### config.mk
export PLATFORM = sky130hd
export DESIGN_NAME = hdmi_pattern_gen
export DESIGN_NICKNAME = d
export VERILOG_FILES = /design/src/rtl/hdmi_pkg.sv /design/src/rtl/hdmi_bounce_axis.sv /design/src/rtl/hdmi_pattern_gen.sv
export SDC_FILE = /design/constraint.sdc
export NUM_CORES = 1
export LEC_CHECK = 0
export ABC_AREA = 1
export BUFFER_PORTS_ARGS = -buffer_cell sky130_fd_sc_hd__buf_2
export CORE_UTILIZATION = 45
export DETAILED_ROUTE_END_ITERATION = 6
export PLACE_DENSITY_LB_ADDON = 0.15
export SKIP_CTS_REPAIR_TIMING = 1
export SLEW_MARGIN = 10
export SYNTH_ARGS = -nofsm -noshare
export SYNTH_HDL_FRONTEND = slang
export SYNTH_SLANG_ARGS = --single-unit
### constraint.sdc
create_clock -name clk_pix -period 4.99 [get_ports clk_pix]
set_clock_uncertainty 0.1 [all_clocks]
set_input_delay 0.2495 -clock clk_pix [delete_from_list [all_inputs] [get_ports clk_pix]]
set_output_delay 0.2495 -clock clk_pix [all_outputs]
set_load 0.01 [all_outputs]
### src/rtl/hdmi_pkg.sv
// rtl/hdmi_pkg.sv - shared encodings, addresses, bar colours and reset defaults
package hdmi_pkg;

  typedef enum logic [1:0] {
    MODE_SOLID   = 2'd0,
    MODE_BARS    = 2'd1,
    MODE_CHECKER = 2'd2,
    MODE_BOX     = 2'd3
  } mode_e;

  typedef struct packed {
    mode_e       mode;
    logic [23:0] color;
    logic [7:0]  size;
    logic [3:0]  step;
  } cfg_t;

  localparam logic [1:0] ADDR_MODE  = 2'd0;
  localparam logic [1:0] ADDR_COLOR = 2'd1;
  localparam logic [1:0] ADDR_BOX   = 2'd2;

  localparam logic [23:0] BAR_WHITE   = 24'hFFFFFF;
  localparam logic [23:0] BAR_YELLOW  = 24'hFFFF00;
  localparam logic [23:0] BAR_CYAN    = 24'h00FFFF;
  localparam logic [23:0] BAR_GREEN   = 24'h00FF00;
  localparam logic [23:0] BAR_MAGENTA = 24'hFF00FF;
  localparam logic [23:0] BAR_RED     = 24'hFF0000;
  localparam logic [23:0] BAR_BLUE    = 24'h0000FF;
  localparam logic [23:0] BAR_BLACK   = 24'h000000;

  localparam cfg_t RST_CFG = '{mode: MODE_BARS, color: 24'hFFFFFF, size: 8'd32, step: 4'd2};

  function automatic logic [23:0] bar_color(input logic [2:0] idx);
    case (idx)
      3'd0:    return BAR_WHITE;
      3'd1:    return BAR_YELLOW;
      3'd2:    return BAR_CYAN;
      3'd3:    return BAR_GREEN;
      3'd4:    return BAR_MAGENTA;
      3'd5:    return BAR_RED;
      3'd6:    return BAR_BLUE;
      default: return BAR_BLACK;
    endcase
  endfunction

endpackage

### src/rtl/hdmi_bounce_axis.sv
// rtl/hdmi_bounce_axis.sv - one axis of the bouncing box: position and direction
module hdmi_bounce_axis #(
  parameter int LIMIT = 1280
) (
  input  logic        clk_pix,
  input  logic        rst_n,
  input  logic        en,
  input  logic [7:0]  size,
  input  logic [3:0]  step,
  output logic [11:0] pos
);

  logic        dir_neg;
  logic [12:0] lim;
  logic [12:0] pos_w;
  logic [12:0] step_w;
  logic [12:0] plus;

  // 13-bit working width keeps pos+step and LIMIT-size from wrapping
  always_comb begin
    lim    = 13'(LIMIT) - {5'd0, size};
    pos_w  = {1'b0, pos};
    step_w = {9'd0, step};
    plus   = pos_w + step_w;
  end

  always_ff @(posedge clk_pix or negedge rst_n) begin
    if (!rst_n) begin
      pos     <= 12'd0;
      dir_neg <= 1'b0;
    end else if (en) begin
      if (!dir_neg) begin
        if (plus > lim) begin
          pos     <= lim[11:0];
          dir_neg <= 1'b1;
        end else begin
          pos <= plus[11:0];
        end
      end else begin
        if (step_w > pos_w) begin
          pos     <= 12'd0;
          dir_neg <= 1'b0;
        end else begin
          pos <= pos - {8'd0, step};
        end
      end
    end
  end

endmodule

### src/rtl/hdmi_pattern_gen.sv
// rtl/hdmi_pattern_gen.sv - test pattern source with frame-synchronous config apply
module hdmi_pattern_gen
  import hdmi_pkg::*;
#(
  parameter int H_ACTIVE = 1280,
  parameter int V_ACTIVE = 720
) (
  input  logic        clk_pix,
  input  logic        rst_n,
  input  logic [11:0] h_pos,
  input  logic [11:0] v_pos,
  output logic [23:0] data,
  input  logic        cfg_we,
  input  logic [1:0]  cfg_addr,
  input  logic [31:0] cfg_wdata,
  output logic        cfg_pending,
  output logic [15:0] frame_cnt
);

  localparam int BAR_W = H_ACTIVE / 8;

  cfg_t        stg_q;
  cfg_t        act_q;
  cfg_t        eff_cfg;
  logic [11:0] prev_v_q;
  logic [15:0] frame_cnt_q;
  logic        frame_start;
  logic        cfg_valid;
  logic        box_en;
  logic [11:0] box_x;
  logic [11:0] box_y;
  logic        unused_wdata;

  assign unused_wdata = ^cfg_wdata[31:24];
  assign frame_cnt    = frame_cnt_q;

  // Box update on an applying frame start must see the config being applied
  always_comb begin
    frame_start = (v_pos == 12'd0) && (prev_v_q != 12'd0);
    cfg_valid   = cfg_we && (cfg_addr != 2'd3);
    eff_cfg     = frame_start ? stg_q : act_q;
    box_en      = frame_start && (eff_cfg.mode == MODE_BOX) && (eff_cfg.step != 4'd0);
  end

  always_ff @(posedge clk_pix or negedge rst_n) begin
    if (!rst_n) begin
      stg_q       <= RST_CFG;
      act_q       <= RST_CFG;
      cfg_pending <= 1'b0;
      frame_cnt_q <= 16'd0;
      prev_v_q    <= 12'd0;
    end else begin
      prev_v_q <= v_pos;
      if (frame_start) begin
        act_q       <= stg_q;
        frame_cnt_q <= frame_cnt_q + 16'd1;
      end
      if (cfg_valid) begin
        case (cfg_addr)
          ADDR_MODE:  stg_q.mode  <= mode_e'(cfg_wdata[1:0]);
          ADDR_COLOR: stg_q.color <= cfg_wdata[23:0];
          default: begin
            stg_q.size <= cfg_wdata[7:0];
            stg_q.step <= cfg_wdata[11:8];
          end
        endcase
        cfg_pending <= 1'b1;
      end else if (frame_start) begin
        cfg_pending <= 1'b0;
      end
    end
  end

  hdmi_bounce_axis #(.LIMIT(H_ACTIVE)) u_box_x (
    .clk_pix (clk_pix),
    .rst_n   (rst_n),
    .en      (box_en),
    .size    (eff_cfg.size),
    .step    (eff_cfg.step),
    .pos     (box_x)
  );

  hdmi_bounce_axis #(.LIMIT(V_ACTIVE)) u_box_y (
    .clk_pix (clk_pix),
    .rst_n   (rst_n),
    .en      (box_en),
    .size    (eff_cfg.size),
    .step    (eff_cfg.step),
    .pos     (box_y)
  );

  logic [2:0]  bar_idx;
  logic [12:0] h_w;
  logic [12:0] v_w;
  logic [12:0] size_w;
  logic        in_box;

  always_comb begin
    bar_idx = 3'd0;
    for (int k = 1; k < 8; k++) begin
      if (h_pos >= 12'(k * BAR_W)) bar_idx = 3'(k);
    end
    h_w    = {1'b0, h_pos};
    v_w    = {1'b0, v_pos};
    size_w = {5'd0, act_q.size};
    in_box = (h_w >= {1'b0, box_x}) && (h_w < {1'b0, box_x} + size_w) &&
             (v_w >= {1'b0, box_y}) && (v_w < {1'b0, box_y} + size_w);
    data = 24'h000000;
    case (act_q.mode)
      MODE_SOLID:   data = act_q.color;
      MODE_BARS:    data = bar_color(bar_idx);
      MODE_CHECKER: data = (h_pos[5] ^ v_pos[5]) ? 24'h000000 : act_q.color;
      MODE_BOX:     data = in_box ? act_q.color : 24'h000000;
      default:      data = 24'h000000;
    endcase
  end

endmodule

; Word level (Yosys, flattened, before mapping)
; Cells that the tools add are included.
[word_totals]
ff_bits = 131
out_inout_bits = 41
input_bits = 61
word_cells = 97
[op_classes]
muxes = 26
reduce_logical = 18
add_sub_neg = 9
n_lt_le_gt_ge = 15
bitwise_logic = 2
n_eq_ne = 12
[op_table]
columns = op, count
row1 = one-hot mux 24 bit (7 select lines), 1
row2 = one-hot mux 24 bit (4 select lines), 1
row3 = 2-to-1 mux 12 bit, 6
row4 = 2-to-1 mux 24 bit, 2
row5 = 2-to-1 mux 38 bit, 1
row6 = ">= comparator 12 x 10 -> 1 bit, second input constant", 3
row7 = adder 12 x 4 -> 13 bit, 2
row8 = adder 12 x 8 -> 13 bit, 2
row9 = > comparator 13 bit, 2
row10 = less-than comparator 12 x 13 -> 1 bit, 2
row11 = >= comparator 12 bit, 2
row12 = ">= comparator 12 x 9 -> 1 bit, second input constant", 2
row13 = > comparator 4 x 12 -> 1 bit, 2
row14 = subtractor 12 x 4 -> 12 bit, 2
row15 = "adder 16 x 1 -> 16 bit, second input constant", 1
row16 = 2-to-1 mux 3 bit, 5
row17 = ">= comparator 12 x 11 -> 1 bit, second input constant", 1
row18 = ">= comparator 12 x 8 -> 1 bit, second input constant", 1
row19 = logical NOT 12 bit, 1
row20 = nonzero test 12 bit, 1
row21 = "subtractor 11 x 8 -> 12 bit, first input constant", 1
row22 = "subtractor 10 x 8 -> 11 bit, first input constant", 1
row23 = "equality test 3 bit, second input constant", 3
row24 = 2-to-1 mux 1 bit, 9
row25 = other kinds (15), 28

; Longest topological paths before layout
[logic_depth]
depth_word = 11
mapped_depth = 33
ltp_nobuf = 31

; Cells and area by module
; Synthesis repeated with hierarchy kept, for this count alone.
[unflattened]
hier_cells = 1530
hier_area_um2 = 10891.7
[modules_own_cells]
columns = mod, cells_per_inst, seq_area_each_um2, n_inst, area_each_um2
row1 = hdmi_pattern_gen, 952, 2695.1, 1, 7208.2
row2 = hdmi_bounce_axis at u_box_y, 295, 325.3, 1, 1895.6
row3 = hdmi_bounce_axis at u_box_x, 283, 325.3, 1, 1788.0

; Worst setup path before layout
; OpenSTA, ideal clock, no wires.
[synth_timing]
kind = reg-to-reg
startpoint = reg prev_v_q[7]
endpoint = reg u_box_y.pos[8]
required_ns = 4.768
path_stages_with_launch = 31
arrival_ns = 3.753
setup_slack_ns = 1.014
path_buffers = 2
setup_ns = 0.122
synth_period_minus_slack_ns = 3.976
cell_sequence = dfrtp_1 nor2_1 nand2_1 nor2_2 nand2_4 nand2_8 buf_8 nand2_1 o21a_4 inv_1 ha_1 inv_1 fa_1 nand3b_1 nand2_1 nand2_1 nor2_1 xor2_1 inv_1 ha_1 a21oi_1 o21a_1 nand2_1 nand2_1 nand2_1 nand2_1 nand2_1 buf_2 or2_0 nand3_1 a21oi_1
[synth_lines]
columns = element, line
row1 = "start, declared", hdmi_pattern_gen.sv:25  ; logic [11:0] prev_v_q;
row2 = "start signal, assigned", hdmi_pattern_gen.sv:53  ; prev_v_q <= v_pos;
row3 = "end signal, assigned", hdmi_bounce_axis.sv:34  ; pos <= lim[11:0];
row4 = "end signal, assigned", hdmi_bounce_axis.sv:37  ; pos <= plus[11:0];
row5 = "end signal, assigned", hdmi_bounce_axis.sv:44  ; pos <= pos - {8'd0, step};
row6 = "end, declared", hdmi_bounce_axis.sv:10  ; output logic [11:0] pos

; Final worst setup path
[layout_timing]
startpoint = reg u_box_x.pos[4]
endpoint = out data[13]
[layout_between]
elab_chain_cells = 7
elab_cells_between_ends = 8
classes_between = add/sub: 1 / order compare: 2 / mux: 2 / reduce/logical: 3
[layout_rtl]
columns = element, line
row1 = "start, declared", hdmi_bounce_axis.sv:10
row2 = "start signal, assigned", hdmi_bounce_axis.sv:34
row3 = "start signal, assigned", hdmi_bounce_axis.sv:37
row4 = "start signal, assigned", hdmi_bounce_axis.sv:44
row5 = adder 12 x 8 -> 13 bit, hdmi_pattern_gen.sv:106  ; in_box = (h_w >= {1'b0, box_x}) && (h_w < {1'b0, box_x} + size_w) &&
row6 = less-than comparator 12 x 13 -> 1 bit, hdmi_pattern_gen.sv:106
row7 = logical AND 1 bit (*) (2 in series), hdmi_pattern_gen.sv:106
row8 = logical AND 1 bit (*), hdmi_pattern_gen.sv:107  ; (v_w >= {1'b0, box_y}) && (v_w < {1'b0, box_y} + size_w);
row9 = 2-to-1 mux 24 bit (*), hdmi_pattern_gen.sv:113  ; MODE_BOX: data = in_box ? act_q.color : 24'h000000;
row10 = one-hot mux 24 bit (4 select lines) (*), hdmi_pattern_gen.sv:109  ; case (act_q.mode)
row11 = "end, declared", hdmi_pattern_gen.sv:12  ; output logic [23:0] data,
; Every way passes the cells marked *; elsewhere a longest branch is shown, timed or not.

==> results_dict.tcl <==
set metrics [dict create \
    run_status "complete, but fails checks" \
    violations "negative hold slack" \
    crit_required_ps 4640 \
    dieArea_sq_mm 0.0239 \
    overflow 0 \
    antenna_found_initial 0 \
    firstDrtPassIters 5 \
    synth_top_area_share_pct 18.4 \
    power.ir.vdd_worst_uv 197 \
    drc 0 \
    die_y_um 155 \
    root_buffer "clkbuf_16" \
    place_inst 1737 \
    clock_path_buffers 2 \
    via_count 9368 \
    gp_congestion 0.886 \
    hold_violations 4 \
    synthesis.nets 1554 \
    grt_max_degree 86 \
    first_global_vias 8807 \
    timing.setup.tns_ps 0 \
    via_per_inst 5.21 \
    hp-class "input pin to flop" \
    min_period_ps 4580 \
    ys_ff_latch 131 \
    yosys_warnings 0 \
    fin_cells 1797 \
    num_antenna_cells 0 \
    initial_core_util_pct 46.1 \
    async_flop_share_pct 100 \
    cts_buffers 17 \
    yosysSeqAreaShare_pct 32.0 \
    cts_num_sinks 131 \
    synth_top_area_cell "dfrtp_1" \
    fmax_mhz 218 \
    netlist_top_cells_area "dfrtp_1, dfstp_2, ha_1" \
    drive_above_1_share_pct 17.7 \
    synth-edff-count 0 \
    synth.top_cells.by_count "nand2_1, inv_1, a21oi_1, nor2_1, ha_1" \
    cts_tree "yes" \
    clk_pin_slew_ps 70 \
    tightest_slew_ps 919 \
    worstSetupStartpoint "u_box_x.pos[4]" \
    synth_area_sq_mm 0.0105 \
    holdWs_ps -18.5 \
    postPlaceCellArea_sq_mm 0.0112 \
    area_delta_synth_final_pct 14.9 \
    h-tree-depth 4 \
    max_slew_margin_pct 38.6 \
    nNetsFinal 1667 \
    grt_pass1_wl_mm 44.5 \
    ant_nets 0 \
    cp.arrival_ps 4230 \
    worstHoldStart "cfg_wdata[23]" \
    report.final.slew_viol_count 0 \
    portBuffers 93 \
    synthCells 1386 \
    num_rows 55 \
    core_area_sq_mm 0.0227 \
    drt_wl_total_mm 27.4 \
    drt_iter0_markers 663 \
    finalPower_w 0.00272 \
    die-width_um 155 \
    pwr_density_cell_mw_per_mm2 226 \
    avgSynthCellArea_sq_um 7.55 \
    crit_path_end_kind "output pin" \
    setup_viol 0 \
    startpoint_type "flop" \
    wl_per_cell_um 15.3 \
    design_area_sq_mm 0.0120 \
    maxCapViolCount 0 \
    rsz0062_at_grt "false" \
    fin_crit_sh_pct 91.7 \
    ioPinCount 102 \
    timing.rr.start "prev_v_q[7]" \
    ys.flop_type "dfrtp_1" \
    post-dp-hpwl_mm 20.5 \
    clk_latency_ps 420 \
    synth_cell_types 57 \
    cp_max_fo 24 \
    grt_usage_pct 23.6 \
    path_class "flop to output pin" \
    yosysMostFrequentCell "nand2_1" \
    cellLeakagePower_nw 6.09 \
]
==> cell type report <==
class	count	area (sq um)
timing repair buffer	133	842
inverter	178	671
clock inverter	15	160
tap	285	357
multi-input combinational	1038	6230
fill	2239	10700
sequential	131	3350
clock buffer	17	425
==> per-stage QoR <==
step,setup WS (ps),util (%)
final,413,53.0
after CTS,287,51.7
after global placement,340,49.1
after floorplan,1010,-
after global routing,26.2,53.0
after detailed placement,294,49.1
==> state kept, by name (all words and copies together) (netlist names) <==
name             flops
act_q               38
stg_q               38
frame_cnt           16
prev_v_q            12
u_box_x.pos         12
u_box_y.pos         12
cfg_pending          1
u_box_x.dir_neg      1
u_box_y.dir_neg      1
==> final timing paths <==
path	cells after the start	end	slack (ps)
min in group asynchronous	2	prev_v_q[6]	340
max in group asynchronous	3	act_q[3]	3290
hold reg to reg	1	frame_cnt[15]	360
setup / recovery	18	data[13]	410
setup reg to reg	26	u_box_x.pos[5]	450
hold / removal	3	stg_q[35]	-20
==> report_power, final <==
group,internal [W],switching [W]
clock,0.000712,0.000559
combinational,0.000109,0.000159
sequential,0.00115,0.0000311
==> logic make-up (layout without fill, tap and decap cells) <==
group,Yosys count,in the layout,synth area share (%)
flops,131,131,32.0
mux,7,7,0.753
simple gates,590,590,26.1
compound gates,266,266,13.6
fa+ha+maj,107,107,13.2
xor+xnor,68,68,5.76
buf+inv,217,343,8.58
==> metal layers <==
metal  routed length (um)  global-route usage, %  up-vias
met5                    0                      0        -
met1                13300                   32.7     4385
li1                     -                      -     4771
met4                  284                   5.28        0
met3                 1140                   3.03       20
met2                12800                   39.1      192
==> critical path, cell delays in order, from the launching register on <==
cell and delay, ps:
dfrtp_1 530, ha_1 380, inv_1 80, nor4_1 250
nand2_1 70, o311ai_1 130, nand2_1 90, a21oi_1 210
nand3_1 120, xor2_1 160, ha_1 290, a21boi_0 130
o22ai_1 160, nand3_1 230, nor2_2 160, buf_4 300
nand3_1 110, a21oi_1 230, buf_2 170
==> cells in the final DEF, fill, tap and decap left out, types with 20 or more instances in the layout <==
cell | Yosys | routed
dfrtp_1 | 77 | 77
nor3_1 | 20 | 20
nand2_1 | 264 | 263
inv_1 | 158 | 158
xor2_1 | 57 | 57
nand3_1 | 88 | 88
a21oi_1 | 139 | 139
ha_1 | 101 | 101
o21ai_0 | 88 | 88
buf_2 | 9 | 92
dfstp_2 | 54 | 54
nor2_1 | 139 | 139
dlygate4sd3_1 | 0 | 28
Power figures use the tool's default switching activity.
